File: config.mk
export PLATFORM = sky130hd
export DESIGN_NAME = packet_loader
export DESIGN_NICKNAME = d
export VERILOG_FILES = /design/src/rtl/packet_loader.sv
export SDC_FILE = /design/constraint.sdc
export NUM_CORES = 1
export LEC_CHECK = 0
export ABC_AREA = 1
export BUFFER_PORTS_ARGS = -buffer_cell sky130_fd_sc_hd__buf_2
export CAP_MARGIN = 0
export CORE_MARGIN = 2
export CORE_UTILIZATION = 43
export CTS_CLUSTER_DIAMETER = 100
export DETAILED_ROUTE_END_ITERATION = 7
export GPL_TIMING_DRIVEN = 0
export PLACE_DENSITY = 0.68
export SYNTH_ARGS = -nofsm -noshare
export SYNTH_HDL_FRONTEND = slang
export SYNTH_SLANG_ARGS = --single-unit
export TNS_END_PERCENT = 5
File: constraint.sdc
create_clock -name clk -period 3.2 [get_ports clk]
set_clock_uncertainty 0.05 [all_clocks]
set_input_delay 0.48 -clock clk [delete_from_list [all_inputs] [get_ports clk]]
set_output_delay 0.48 -clock clk [all_outputs]
set_load 0.03 [all_outputs]
File: src/rtl/packet_loader.sv
// Stream-to-memory packet loader: writes each inbound packet from word 0 and hands it to the VM.
// Packets that overflow the buffer are discarded and counted.
module packet_loader #(
  parameter int ADDR_WIDTH     = 10,
  parameter int DATA_WIDTH     = 32,
  parameter int DROP_CNT_WIDTH = 16
) (
  input  logic                      clk,
  input  logic                      rst,
  input  logic [DATA_WIDTH-1:0]     in_data,
  input  logic                      in_valid,
  input  logic                      in_last,
  output logic                      in_ready,
  output logic [ADDR_WIDTH-1:0]     packet_mem_wr_addr,
  output logic [DATA_WIDTH-1:0]     packet_mem_wr_data,
  output logic                      packet_mem_wr_en,
  output logic                      pkt_ready,
  output logic [ADDR_WIDTH:0]       pkt_len,
  input  logic                      vm_done,
  output logic [DROP_CNT_WIDTH-1:0] drop_count
);

  typedef enum logic [1:0] {IDLE, LOAD, DROP, HOLD} state_t;

  state_t                    state_q, state_d;
  logic [ADDR_WIDTH-1:0]     idx_q, idx_d;
  logic                      ready_q, ready_d;
  logic                      wrEn_q, wrEn_d;
  logic [ADDR_WIDTH-1:0]     wrAddr_q, wrAddr_d;
  logic [DATA_WIDTH-1:0]     wrData_q, wrData_d;
  logic                      pktReady_q, pktReady_d;
  logic [ADDR_WIDTH:0]       len_q, len_d;
  logic [DROP_CNT_WIDTH-1:0] drop_q, drop_d;
  logic                      accept;

  assign accept = in_valid && ready_q;

  always_comb begin
    state_d  = state_q;
    idx_d    = idx_q;
    wrEn_d   = 1'b0;
    wrAddr_d = wrAddr_q;
    wrData_d = wrData_q;
    len_d    = len_q;
    drop_d   = drop_q;
    case (state_q)
      IDLE: begin
        if (accept) begin
          wrEn_d   = 1'b1;
          wrAddr_d = '0;
          wrData_d = in_data;
          idx_d    = ADDR_WIDTH'(1);
          if (in_last) begin
            state_d = HOLD;
            len_d   = (ADDR_WIDTH+1)'(1);
          end else begin
            state_d = LOAD;
          end
        end
      end
      LOAD: begin
        if (accept) begin
          wrEn_d   = 1'b1;
          wrAddr_d = idx_q;
          wrData_d = in_data;
          idx_d    = idx_q + ADDR_WIDTH'(1);
          // A last beat in the final slot still fits; only a non-last one overflows.
          if (in_last) begin
            state_d = HOLD;
            len_d   = {1'b0, idx_q} + (ADDR_WIDTH+1)'(1);
          end else if (idx_q == '1) begin
            state_d = DROP;
          end
        end
      end
      DROP: begin
        if (accept && in_last) begin
          state_d = IDLE;
          if (drop_q != '1) drop_d = drop_q + DROP_CNT_WIDTH'(1);
        end
      end
      HOLD: begin
        if (vm_done && pktReady_q) state_d = IDLE;
      end
      default: state_d = IDLE;
    endcase
    ready_d = (state_d != HOLD);
    // Delayed one cycle behind HOLD entry so the final write has landed first.
    pktReady_d = (state_q == HOLD) && (state_d == HOLD);
  end

  always_ff @(posedge clk or posedge rst) begin
    if (rst) begin
      state_q    <= IDLE;
      idx_q      <= '0;
      ready_q    <= 1'b0;
      wrEn_q     <= 1'b0;
      wrAddr_q   <= '0;
      wrData_q   <= '0;
      pktReady_q <= 1'b0;
      len_q      <= '0;
      drop_q     <= '0;
    end else begin
      state_q    <= state_d;
      idx_q      <= idx_d;
      ready_q    <= ready_d;
      wrEn_q     <= wrEn_d;
      wrAddr_q   <= wrAddr_d;
      wrData_q   <= wrData_d;
      pktReady_q <= pktReady_d;
      len_q      <= len_d;
      drop_q     <= drop_d;
    end
  end

  assign in_ready           = ready_q;
  assign packet_mem_wr_en   = wrEn_q;
  assign packet_mem_wr_addr = wrAddr_q;
  assign packet_mem_wr_data = wrData_q;
  assign pkt_ready          = pktReady_q;
  assign pkt_len            = len_q;
  assign drop_count         = drop_q;

endmodule

* After elaboration in Yosys (flattened, before gate mapping)
Index checks and enable logic that the tools add are counted.
Storage, ports and cells: flip-flop bits (word level) 84, output and inout bits 72, word-level logic and storage cells 55
Operators by class: $add $sub $neg 3, equal/unequal tests 11, muxes and demuxes 21, reduce and logical (&&, ||, !) cells 11
Operators by type and width (count):
- 11-bit 2-to-1 mux | 4
- 10-bit 2-to-1 mux | 4
- 10-bit case mux with 2 select lines | 2
- 11-bit case mux with 2 select lines | 1
- 16-bit by 1-bit adder with 16-bit output, second input constant | 1
- 16-bit != test, second input constant | 1
- 2-bit 2-to-1 mux | 7
- 10-bit by 1-bit adder with 11-bit output, second input constant | 1
- 10-bit by 1-bit adder with 10-bit output, second input constant | 1
- 10-bit equality test, second input constant | 1
- 2-bit != test, second input constant | 5
- 2-bit case mux with 4 select lines | 1
- 2-bit equality test, second input constant | 3
- 3-bit AND reduction | 2
- 5-bit AND reduction | 1
- 1-bit logical AND | 4
- 2-bit by 1-bit equality test with 1-bit output, second input constant | 1
- 2-bit zero test | 1
- 1-bit 2-to-1 mux | 2
- 2-bit AND reduction | 1
- 2-bit nonzero test | 1
- 2-bit OR reduction | 1

* Longest topological paths before layout
Gate-level depths: netlist of the first run.
depth after elaboration 7, depth in mapped cells 9, mapped depth without buffers 9

* Worst setup path before layout of the first run
OpenSTA, ideal clock, no wires.
path type reg-to-reg, from register drop_q[0] (netlist: drop_count[0]), to register drop_q[0] (netlist: drop_count[0]), library setup time 0.138 ns, arrival time 1.597 ns, data required time 3.012 ns, slack 1.415 ns, stages on the path, launching flop included 9, path buffers 1, clock period less this slack 1.785 ns, cells stage by stage dfrtp_1 -> ha_1 -> inv_2 -> nor2_4 -> nand2_4 -> nor2_4 -> nor2_4 -> buf_6 -> xor2_2
Between the ends: word-level cells in the longest chain between the ends 2, elaborated cells between the ends (all ways) 3, classes of those cells add/sub: 1; eq/ne: 1; reduce/logical: 1
RTL lines:
- start, declared | line 33 | logic [DROP_CNT_WIDTH-1:0] drop_q, drop_d;
- start signal, assigned | line 112 | drop_q <= drop_d;
- branches (longest 2 deep; another with 16-bit by 1-bit adder with 16-bit output)
Parallel ways; which one is timed is not known. A chain may end at the register's enable or synchronous reset.

* Final worst setup path of the first run
Ends and elaborated chain as after synthesis.

==> out/results.tsv, run 1 <==
stage	metric	value	unit
status	status	finished, final reports clean	
synth	yosys warns	0	
grt	global-route wire length before repair	15.3	mm
drt	wire per inst	12.7	µm
pwr	P_leak	2.61	nW
drt	routed vias/inst	4.84	
clocking	post-CTS setup buffers	0	
critical_path	CP required	3.38	ns
floorplan	Initial Utilization	0.441	
synth	Synth cell types	26	
clocking	Clock Latency Late Sink	0.35	ns
floorplan	Die Ht	98.4	µm
clocking	post-cts gate resize count	0	
drt	Via Count	3389	
pwr	VDD IR max	0.503	mV
sta	Slew @ Worst Pin	0.468	ns
sta	max-slew violation count	0	
synth	top-area cell type share of the netlist area	0.549	
critical_path	crit path max-delay cell type	dfrtp_1	
critical_path	crit end category	register	
synth	Synth Cell Area	3830	µm²
sta	crit share post-route	0.535	
sta	Period minus WS final	1.71	ns
placed_design	HPWL Detailed	6.52	mm
final_layout	antenna diode count	0	
critical_path	kind of critical path	register to register	
sta	final hold vios	0	
grt	largest net degree at the start of global routing	49	
clocking	Sink Count	84	
clocking	H-tree levels	3	
sta	RSZ-0062 raised after global routing	no	
clocking	Hold-fix buffers, CTS	0	
floorplan	Ports	109	
sta	Worst slew margin	0.688	
drt	drt initial violations	139	
final_layout	Fillers	859	
final_layout	Core Util, Final	0.551	
placed_design	RePlAce Congestion	0.813	
pwr	total power	0.00429	W
final_layout	share of cells above drive strength 1	0.282	
grt	total track usage	0.193	
synth	synth top area cells	dfrtp_1 (55%), nand2_1 (21%), o21ai_0 (3.4%), nand3_1 (2.5%), nor2_1 (2.5%)	
critical_path	Worst Path Max Fanout	10	
clocking	CTS tree	built	
grt	initial antenna violation count	0	
critical_path	CP cell instances	ha_1 > inv_2 > nor2_4 > nand2_4 > nor2_4 > nor2_4 > buf_6 > xor2_2	
grt	vias in the first global route	3326	
drt	DRC Markers	0	
synth	Synth Instances	467	
critical_path	CP most frequent cell	nor2_4	
synth	cell taking the most area after synthesis	dfrtp_1	
grt	GRT overflow	0	
final_layout	Final Net Count	626	
drt	DR pass1 iterations	5	
job	MaxCap Viol Count	0	
pwr	pwr dens	897	nW/µm²
sta	fmax	584	MHz
clocking	clock slew at reported path FFs	0.08	ns
critical_path	crit path DAT	1.89	ns
clocking	Root Buffer	clkbuf_8	
clocking	cts bufs inserted	9	
drt	Routed Antenna Nets	0	
clocking	Max clock buf depth	2	
critical_path	Startpoint Class	register	
sta	Setup-failing EPs final	0	
critical_path	Slowest Stage Delay on Critical Path	0.48	ns
synth	Synthesized Nets	506	
sta	Hold Slack	0.104	ns
critical_path	beginning of the worst register-to-register path	drop_count[0]$_DFFE_PP0P_	
drt	Routed WL	8.89	mm
final_layout	P&R area growth vs syn	24.9	%
floorplan	Die Area	9670	µm²
floorplan	Die X	98.4	µm
hold_path	hold crit path type	primary input to asynchronous set/reset pin	
synth	Seq/Total Area, Yosys	0.549	
sta	TNS Setup	0	ns
synth	Synth Area per Inst	8.20	µm²
floorplan	Core Box Area	8680	µm²
critical_path	Critical Path Source	drop_count[0]$_DFFE_PP0P_	
floorplan	Row Count	34	
synth	Seq cells post-synth	84	
placed_design	PortBufs	108	
-- registers in the layout, summed over array words and instances (netlist names) --
register and cells:
idx_q 10, state_q 2, in_ready 1, pkt_ready 1, packet_mem_wr_data 32, drop_count 16, packet_mem_wr_addr 10, packet_mem_wr_en 1
pkt_len 11
-- worst paths after layout --
check	endpoint	slack (ns)	cells past startpoint
max	drop_count[0]$_DFFE_PP0P_	1.49	8
max in group asynchronous	drop_count[7]$_DFFE_PP0P_	2.40	3
min reg2reg	packet_mem_wr_data[21]$_DFFE_PP0P_	0.43	2
max reg2reg	drop_count[0]$_DFFE_PP0P_	1.49	8
min	packet_mem_wr_data[6]$_DFFE_PP0P_	0.10	2
min in group clk	packet_mem_wr_data[26]$_DFFE_PP0P_	0.27	3
-- placed cells by master (no fill, tap or decap) --
cell / instances
o21ai_2: 7
o21bai_1: 1
inv_6: 1
nor2_2: 4
nor3_1: 3
clkbuf_8: 10
buf_16: 1
xor2_1: 4
o31ai_1: 1
inv_4: 1
xor2_2: 1
buf_2: 120
nand3_1: 19
o21ai_1: 4
nor2_1: 25
nand2_1: 219
clkinv_4: 1
nor2_4: 5
nand4_1: 3
dfrtp_1: 84
buf_6: 2
clkbuf_1: 1
xnor2_1: 4
a21oi_1: 4
a21boi_0: 1
inv_1: 23
ha_1: 2
inv_2: 7
o21ai_0: 26
nand2_4: 1
o22ai_1: 1
bufinv_16: 3
nand2_2: 3
-- cell usage after synthesis (all sizes together) --
cell type  count
nor2          34
nand3         19
o21bai         1
o22ai          1
xor2           5
nand4          3
xnor2          4
buf           14
o21ai         37
dfrtp         84
a21oi          4
nor3           3
inv           31
nand2        223
o31ai          1
a21boi         1
ha             2
-- logic make-up after synthesis --
| family | after synthesis | synth area share |
|---|---|---|
| buffers and inverters | 45 | 0.0520 |
| XOR/XNOR | 9 | 0.0225 |
| AO/OA/AOI/OAI | 45 | 0.0680 |
| flip-flops | 84 | 0.549 |
| adder cells (fa/ha/maj) | 2 | 0.00653 |
| AND/OR/NAND/NOR | 282 | 0.302 |
-- routing by layer --
layer,wire (µm),track usage
met5,0,0
met4,108,0.0664
met3,646,0.0451
met2,4190,0.308
met1,3950,0.261
-- where the power goes --
part | internal [W] | leakage [nW] | switching [W]
clock network | 0.000545 | 0.124 | 0.000384
logic | 0.000492 | 1.40 | 0.00126
registers | 0.00138 | 1.09 | 0.000226
total | 0.00242 | 2.61 | 0.00187
-- per-stage QoR --
| step | cell area [µm²] | instances | setup slack, ns |
|---|---|---|---|
| 2_1_floorplan | 3830 | 467 | 0.505 |
| 3_3_place_gp | 4500 | 683 | -0.497 |
| 4_1_cts | 4780 | 700 | 1.48 |
| 6_report | 4780 | 700 | 1.49 |
| 3_5_place_dp | 4530 | 684 | 1.50 |
| 5_1_grt | 4780 | 700 | 1.34 |
-- area by class of cell --
class	count	area, µm²	area share
Sequential cell	84	2100	0.439
Multi-Input combinational cell	338	1530	0.319
Timing Repair Buffer	109	568	0.119
Clock buffer	11	141	0.0296
Tap cell	108	135	0.0283
Inverter	31	119	0.0248
Clock inverter	5	108	0.0225
Buffer	14	82.6	0.0173
-- critical path, delay by kind of cell, from the launching register on --
kind / cells / cell delay, ns
simple gates: 4 / 0.42
xor+xnor: 1 / 0.14
flops: 1 / 0.48
fa+ha+maj: 1 / 0.28
buf+inv: 2 / 0.23
(Power assumes the default switching activity.)
==> run 2: changes to the inputs <==
Settings changed: ABC_AREA 1 to 0, PLACE_DENSITY 0.68 to 0.71.
Clock period 3.2 ns to 1.5 ns, I/O delays scaled along.
==> run 2 against run 1 <==
Against the previous run: maximum frequency is 9.1% lower; critical path depth decreased by 2; the run now ends with negative setup slack left; global-route usage increased by 1.4 points; critical endpoint is now drop_count[9]$_DFFE_PP0P_; highest routed layer unchanged; non-clock buffer count increased by 35; first-iteration DRC count fell by 12%; area after synthesis decreased by 5.8%.
==> out/results.tsv, run 2 <==
stage	metric	value	unit	change
final_layout	Layout Cells excl Fill	644		-8.0%
synth	Seq/Total Area, Yosys	0.583		+0.0341
synth	Post-synth EDFFs	0		unchanged
clocking	cts bufs inserted	9		unchanged
drt	wire per inst	14.6	µm	+15%
final_layout	share of cells above drive strength 1	0.380		+0.0982
drt	DRC Markers	0		unchanged
critical_path	CP required	1.73	ns	-1.65 ns
synth	synth cell count leaders	nand2_1 (142), dfrtp_1 (84), nor2_1 (17), o21ai_0 (17)		
critical_path	beginning of the worst register-to-register path	drop_count[1]$_DFFE_PP0P_		
floorplan	Die Area	9130	µm²	-5.6%
clocking	Root Buffer	clkbuf_8		
floorplan	Initial Utilization	0.441		about the same
critical_path	Worst R2R End	drop_count[9]$_DFFE_PP0P_		
drt	DR pass1 iterations	4		-1
final_layout	most common cell after layout, fill and taps aside	nand2_1		
pwr	total power	0.00859	W	+100%
hold_path	Min-Delay Startpoint	in_data[31]		
synth	Post-synth ARST share	1.00		unchanged
hold_path	hold path cells	3		
final_layout	post-route cell area	5120	µm²	+7.1%
final_layout	most frequent cells in the layout	nand2_1 (139), buf_2 (108), dfrtp_1 (73), o21ai_0 (17), dlygate4sd3_1 (17)		
pwr	VDD IR max	1.13	mV	+130%
sta	final hold vios	0		unchanged
status	status	finished, violations left		
final_layout	P&R area growth vs syn	42.1	%	
critical_path	Startpoint Class	register		
sta	fmax	530	MHz	-9.1%
status	violated checks	negative setup slack		
drt	met2 wire length	4.65	mm	+11%
pwr	P_leak	2.69	nW	+3.1%
drt	M1 WL	4.03	mm	+2.1%
grt	global-route wire length before repair	14.6	mm	-4.7%
sta	Final WS setup	-0.385	ns	-1.87 ns
synth	Synthesized Nets	422		-17%
placed_design	RePlAce Congestion	0.878		+7.9%
synth	top-area cell type share of the netlist area	0.583		+0.0341
critical_path	Worst Path Max Fanout	3		-7
synth	Synth cell types	38		+46%
placed_design	PortBufs	108		unchanged
sta	RSZ-0062 raised after global routing	yes		
drt	max layer used	met4		
drt	Routed WL	9.38	mm	+5.6%
floorplan	Core Box Area	8180	µm²	-5.8%
floorplan	Row Count	33		-2.9%
final_layout	Final Net Count	573		-8.5%
placed_design	Placed Cells	598		-13%
clocking	Sink Count	84		unchanged
drt	Via Count	3238		-4.5%
sta	Worst slew margin	0.653		-0.0351
final_layout	Largest register FFs	32		unchanged
critical_path	R2R depth	6		-2
sta	crit share post-route	1.26		+0.722
hold_path	hold crit path type	primary input to register		
floorplan	Die Ht	95.6	µm	-2.8%
placed_design	HPWL Detailed	6.00	mm	-7.8%
synth	yosys warns	0		unchanged
clocking	CTS tree	built		
pwr	pwr dens	1680	nW/µm²	+87%
grt	largest net degree at the start of global routing	35		-29%
floorplan	Ports	109		unchanged
sta	TNS Setup	-3.35	ns	-3.35 ns
critical_path	kind of critical path	register to register		
critical_path	flop2flop setup slack	-0.39	ns	-1.87 ns
job	MaxCap Viol Count	0		unchanged
drt	routed vias/inst	5.03		+3.9%
synth	synth top area cells	dfrtp_1 (58%), nand2_1 (15%), xor2_1 (3.4%), o21ai_0 (2.4%), nand3_1 (1.9%)		
floorplan	Die X	95.6	µm	-2.8%
synth	cell with the most instances after synthesis	nand2_1		
synth	Synth Cell Area	3600	µm²	-5.8%
clocking	clock slew at reported path FFs	0.10	ns	+0.02 ns
critical_path	crit end category	register		
grt	GRT overflow	0		unchanged
sta	Setup-failing EPs final	20		+20
hold_path	worst hold endpoint	packet_mem_wr_data[31]$_DFFE_PP0P_		
synth	Seq cells post-synth	84		unchanged
placed_design	DP Area	4320	µm²	-4.7%
clocking	H-tree levels	3		unchanged
drt	drt initial violations	122		-12%
final_layout	antenna diode count	0		unchanged
sta	Slew @ Worst Pin	0.520	ns	+0.0515 ns
grt	total track usage	0.207		+0.0136
sta	Period minus WS final	1.89	ns	+0.172 ns
critical_path	crit path DAT	2.12	ns	+0.23 ns
clocking	Max clock buf depth	2		unchanged
grt	initial antenna violation count	0		unchanged
synth	Synth Instances	383		-18%
synth	cell taking the most area after synthesis	dfrtp_1		
grt	vias in the first global route	3108		-6.6%
drt	metal3 WL	544	µm	-16%
sta	max-slew violation count	0		unchanged
synth	Synth Area per Inst	9.41	µm²	+15%
synth	Synth Flop Type	dfrtp_1		
drt	Routed Antenna Nets	0		unchanged
clocking	Clock Latency Late Sink	0.36	ns	about the same
-- run 2: through the flow --
stage / utilization / setup WS [ns] / hold WS [ns]
6_report: 0.626 / -0.385 / 0.0174
5_1_grt: 0.626 / -0.433 / 0.0146
4_1_cts: 0.605 / -0.294 / 0.00303
3_5_place_dp: 0.528 / -0.436 / 0.237
3_3_place_gp: 0.524 / -0.432 / 0.364
2_1_floorplan: - / -0.484 / 0.280
-- run 2: how the worst max path moves through the flow --
stage	slack, ns	depth (start not counted)	end	startpoint
after CTS	-0.29	5	drop_count[15]$_DFFE_PP0P_	drop_count[1]$_DFFE_PP0P_
after floorplan	-0.48	5	drop_count[10]$_DFFE_PP0P_	drop_count[0]$_DFFE_PP0P_
final	-0.39	6	drop_count[9]$_DFFE_PP0P_	drop_count[1]$_DFFE_PP0P_
after detailed placement	-0.44	5	idx_q[8]$_DFFE_PP0P_	idx_q[0]$_DFFE_PP0P_
after global placement	-0.43	5	idx_q[8]$_DFFE_PP0P_	idx_q[0]$_DFFE_PP0P_
after global routing	-0.43	6	drop_count[9]$_DFFE_PP0P_	drop_count[1]$_DFFE_PP0P_
-- run 2: cells by family after synthesis --
group	Yosys count	share of synthesized area
buffers and inverters	25	0.0274
AO/OA/AOI/OAI	40	0.0694
XOR/XNOR	21	0.0510
adder cells (fa/ha/maj)	2	0.00694
flip-flops	84	0.583
AND/OR/NAND/NOR	209	0.256
multiplexers	2	0.00625
-- run 2: timing repair --
action	in CTS	in global routing
buffers inserted	8	7
hold buffers	17	0
setup endpoints to repair	81	70
gates resized for setup	51	39
hold endpoints to repair	38	0
pin swaps	7	12
-- run 2: critical path, stage by stage, from the launching register on --
cell,delay [ns]
dfrtp_1,0.42
buf_4,0.14
buf_6,0.09
nand4_1,0.15
or4_1,0.57
nor3_2,0.21
xor2_1,0.18
-- run 2: power breakdown --
part	switching (W)	internal [W]	total [W]	leakage [nW]
Sequential	0.000428	0.00289	0.00331	1.08
Combinational	0.00244	0.00117	0.00360	1.51
Clock	0.000813	0.000863	0.00168	0.106
-- run 2: routing by layer --
metal	track usage	vias to the layer above
met2	0.328	101
met3	0.0530	14
met5	0	-
li1	-	1567
met4	0.0869	0
met1	0.270	1556
-- run 2: cell type report --
| cell class | instances | area, µm² |
|---|---|---|
| multi-input combinational | 274 | 1640 |
| timing repair buffer | 142 | 875 |
| tap | 105 | 131 |
| sequential | 84 | 2120 |
| fill | 722 | 3050 |
| clock inverter | 5 | 60.1 |
| buffer | 16 | 115 |
| clock buffer | 11 | 151 |
| inverter | 7 | 35.0 |
==> run 3: changes to the inputs <==
Settings changed: CTS_CLUSTER_SIZE set to 24, PLACE_DENSITY 0.71 to 0.69.
Clock period 1.5 ns to 2.1 ns, I/O delays scaled along.
==> run 3 against run 2 <==
Against the previous run: the run now ends clean; first-iteration DRC count grew 9.0%; combinational power shrank 36%; total power shrank 32%; worst setup slack gained 0.52 ns; clock-buffer cell count grew 1; via count shrank 5.4%; non-clock buffer count shrank 29; clock power shrank 31%; design area shrank 12%.
==> out/results.tsv, run 3 (same netlist as run 2, synthesis figures left out) <==
stage	metric	value	unit	change
hold_path	Min-Delay Startpoint	in_data[31]		
critical_path	kind of critical path	register to register		
hold_path	worst hold endpoint	packet_mem_wr_data[31]$_DFFE_PP0P_		
clocking	Max clock buf depth	2		unchanged
critical_path	CP cell instances	ha_1 > nand3_1 > nor4_2 > nor2_2 > mux2_2		
sta	crit share post-route	0.935		-0.322
critical_path	Worst path top cell family by delay	simple AND/OR/NAND/NOR gates		
sta	fmax	509	MHz	-4.0%
critical_path	crit path max-delay cell type	nor4_2		
pwr	Flop pwr share	0.405		+0.019
critical_path	Worst R2R End	drop_count[1]$_DFFE_PP0P_		
drt	Routed Antenna Nets	0		unchanged
hold_path	hold path cells	3		unchanged
critical_path	beginning of the worst register-to-register path	drop_count[0]$_DFFE_PP0P_		
sta	TNS Setup	0	ns	+3.35 ns
pwr	Combinational Power Share	0.395		-0.024
placed_design	PortBufs	108		unchanged
clocking	H-tree levels	3		unchanged
clocking	Sink Count	84		unchanged
grt	largest net degree at the start of global routing	40		+14%
drt	DR pass1 iterations	4		unchanged
drt	Via Count	3062		-5.4%
sta	Slew @ Worst Pin	0.709	ns	+0.190 ns
drt	drt initial violations	133		+9.0%
final_layout	Fillers	804		+11%
critical_path	crit path DAT	2.16	ns	+0.04 ns
sta	final hold vios	0		unchanged
floorplan	Die Area	9130	µm²	unchanged
sta	Worst slew margin	0.523		-0.130
floorplan	Ports	109		unchanged
critical_path	flop2flop setup slack	0.14	ns	+0.52 ns
clocking	cts bufs inserted	9		unchanged
pwr	P_leak	2.42	nW	-10%
floorplan	Die X	95.6	µm	unchanged
critical_path	CP required	2.29	ns	+0.56 ns
status	status	finished, final reports clean		
clocking	Root Buffer	clkbuf_8		
final_layout	share of cells above drive strength 1	0.269		-0.112
final_layout	Largest register FFs	32		unchanged
final_layout	most common cell after layout, fill and taps aside	nand2_1		
floorplan	Initial Utilization	0.441		unchanged
pwr	P_sw	0.00252	W	-32%
floorplan	Core Box Area	8180	µm²	unchanged
final_layout	Core Util, Final	0.553		-0.0730
placed_design	RePlAce Congestion	0.852		-2.9%
grt	global-route wire length before repair	13.7	mm	-6.0%
drt	routed vias/inst	4.98		-0.98%
critical_path	WP buf/inv	0		-2
critical_path	Slowest Stage Delay on Critical Path	0.58	ns	about the same
drt	Routed WL	8.21	mm	-12%
final_layout	Final Net Count	544		-5.1%
final_layout	P&R area growth vs syn	25.5	%	
hold_path	hold crit path type	primary input to register		
sta	RSZ-0062 raised after global routing	no		
pwr	switching share of power	0.434		+0.00596
drt	DRC Markers	0		unchanged
critical_path	Startpoint Class	register		
final_layout	most frequent cells in the layout	nand2_1 (142), buf_2 (110), dfrtp_1 (84), nor2_1 (17), o21ai_0 (17)		
sta	max-slew violation count	0		unchanged
pwr	clock network power share	0.199		+0.004
grt	vias in the first global route	2931		-5.7%
sta	Period minus WS final	1.96	ns	+0.0777 ns
grt	GRT overflow	0		unchanged
drt	wire per inst	13.4	µm	-8.4%
sta	Setup-failing EPs final	0		-100%
critical_path	Worst Path Max Fanout	7		+4
placed_design	HPWL Detailed	5.95	mm	-0.85%
final_layout	antenna diode count	0		unchanged
pwr	Cell Int Power	0.00329	W	-33%
floorplan	Row Count	33		unchanged
floorplan	Die Ht	95.6	µm	unchanged
clocking	CTS tree	built		
clocking	Clock Latency Late Sink	0.36	ns	about the same
job	MaxCap Viol Count	0		unchanged
grt	initial antenna violation count	0		unchanged
critical_path	R2R depth	5		-1
clocking	post-CTS setup buffers	0		-8
grt	total track usage	0.193		-0.0132
pwr	pwr dens	1280	nW/µm²	-24%
pwr	VDD IR max	0.749	mV	-34%
critical_path	crit end category	register		
clocking	clock slew at reported path FFs	0.09	ns	about the same
-- run 3: worst max-delay path by stage --
stage,startpoint,end,slack [ns],cells after the start
floorplan,drop_count[0]$_DFFE_PP0P_,drop_count[10]$_DFFE_PP0P_,0.12,5
global placement,rst,pkt_len[1]$_DFFE_PP0P_,0.18,2
detailed placement,idx_q[0]$_DFFE_PP0P_,idx_q[8]$_DFFE_PP0P_,0.17,5
CTS,drop_count[0]$_DFFE_PP0P_,drop_count[1]$_DFFE_PP0P_,0.14,5
global route,state_q[1]$_DFF_PP0_,idx_q[9]$_DFFE_PP0P_,0.004,6
finish,drop_count[0]$_DFFE_PP0P_,drop_count[1]$_DFFE_PP0P_,0.14,5
-- run 3: routing by layer --
layer / global-route usage / vias up / share of wire
met1: 0.253 / 1443 / 0.46
li1: - / 1507 / -
met3: 0.0640 / 13 / 0.079
met5: 0 / - / 0
met2: 0.295 / 99 / 0.45
met4: 0.0810 / 0 / 0.019
-- run 3: final cells by class --
class	instances	area [µm²]	area share
Sequential cell	84	2100	0.465
Multi-Input combinational cell	274	1400	0.310
Timing Repair Buffer	111	591	0.131
Clock buffer	12	145	0.0321
Tap cell	105	131	0.0290
Buffer	18	72.6	0.0160
Clock inverter	4	48.8	0.0108
Inverter	7	30.0	0.00664
-- run 3: stage by stage --
stage | cells | cell area, µm² | hold WS (ns) | power, W | worst slack, ns
floorplan | 383 | 3610 | 0.370 | 0.00395 | 0.116
global placement | 596 | 4280 | 0.398 | 0.00464 | 0.177
detailed placement | 598 | 4320 | 0.242 | 0.00470 | 0.168
CTS | 615 | 4520 | 0.0890 | 0.00586 | 0.143
global route | 615 | 4520 | 0.0883 | 0.00622 | 0.00428
finish | 615 | 4520 | 0.0903 | 0.00580 | 0.137
-- run 3: what timing repair did --
action	4_1_cts	5_1_grt
gates resized for setup	0	0
endpoints found under the hold margin	9	0
hold buffers	1	0
-- run 3: power by group through the flow --
stage               clock network [W]  logic (W)  registers [W]
floorplan                           0   0.000832        0.00312
global placement                    0    0.00228        0.00236
detailed placement                  0    0.00234        0.00236
CTS                           0.00118    0.00233        0.00235
global route                  0.00126    0.00254        0.00242
finish                        0.00116    0.00229        0.00235
-- run 3: worst reg2reg max path: cells and delay by family, from the launching register on --
kind,cells,cell delay [ns]
multiplexers,1,0.30
adder cells (fa/ha/maj),1,0.20
flip-flops,1,0.43
AND/OR/NAND/NOR,3,0.89
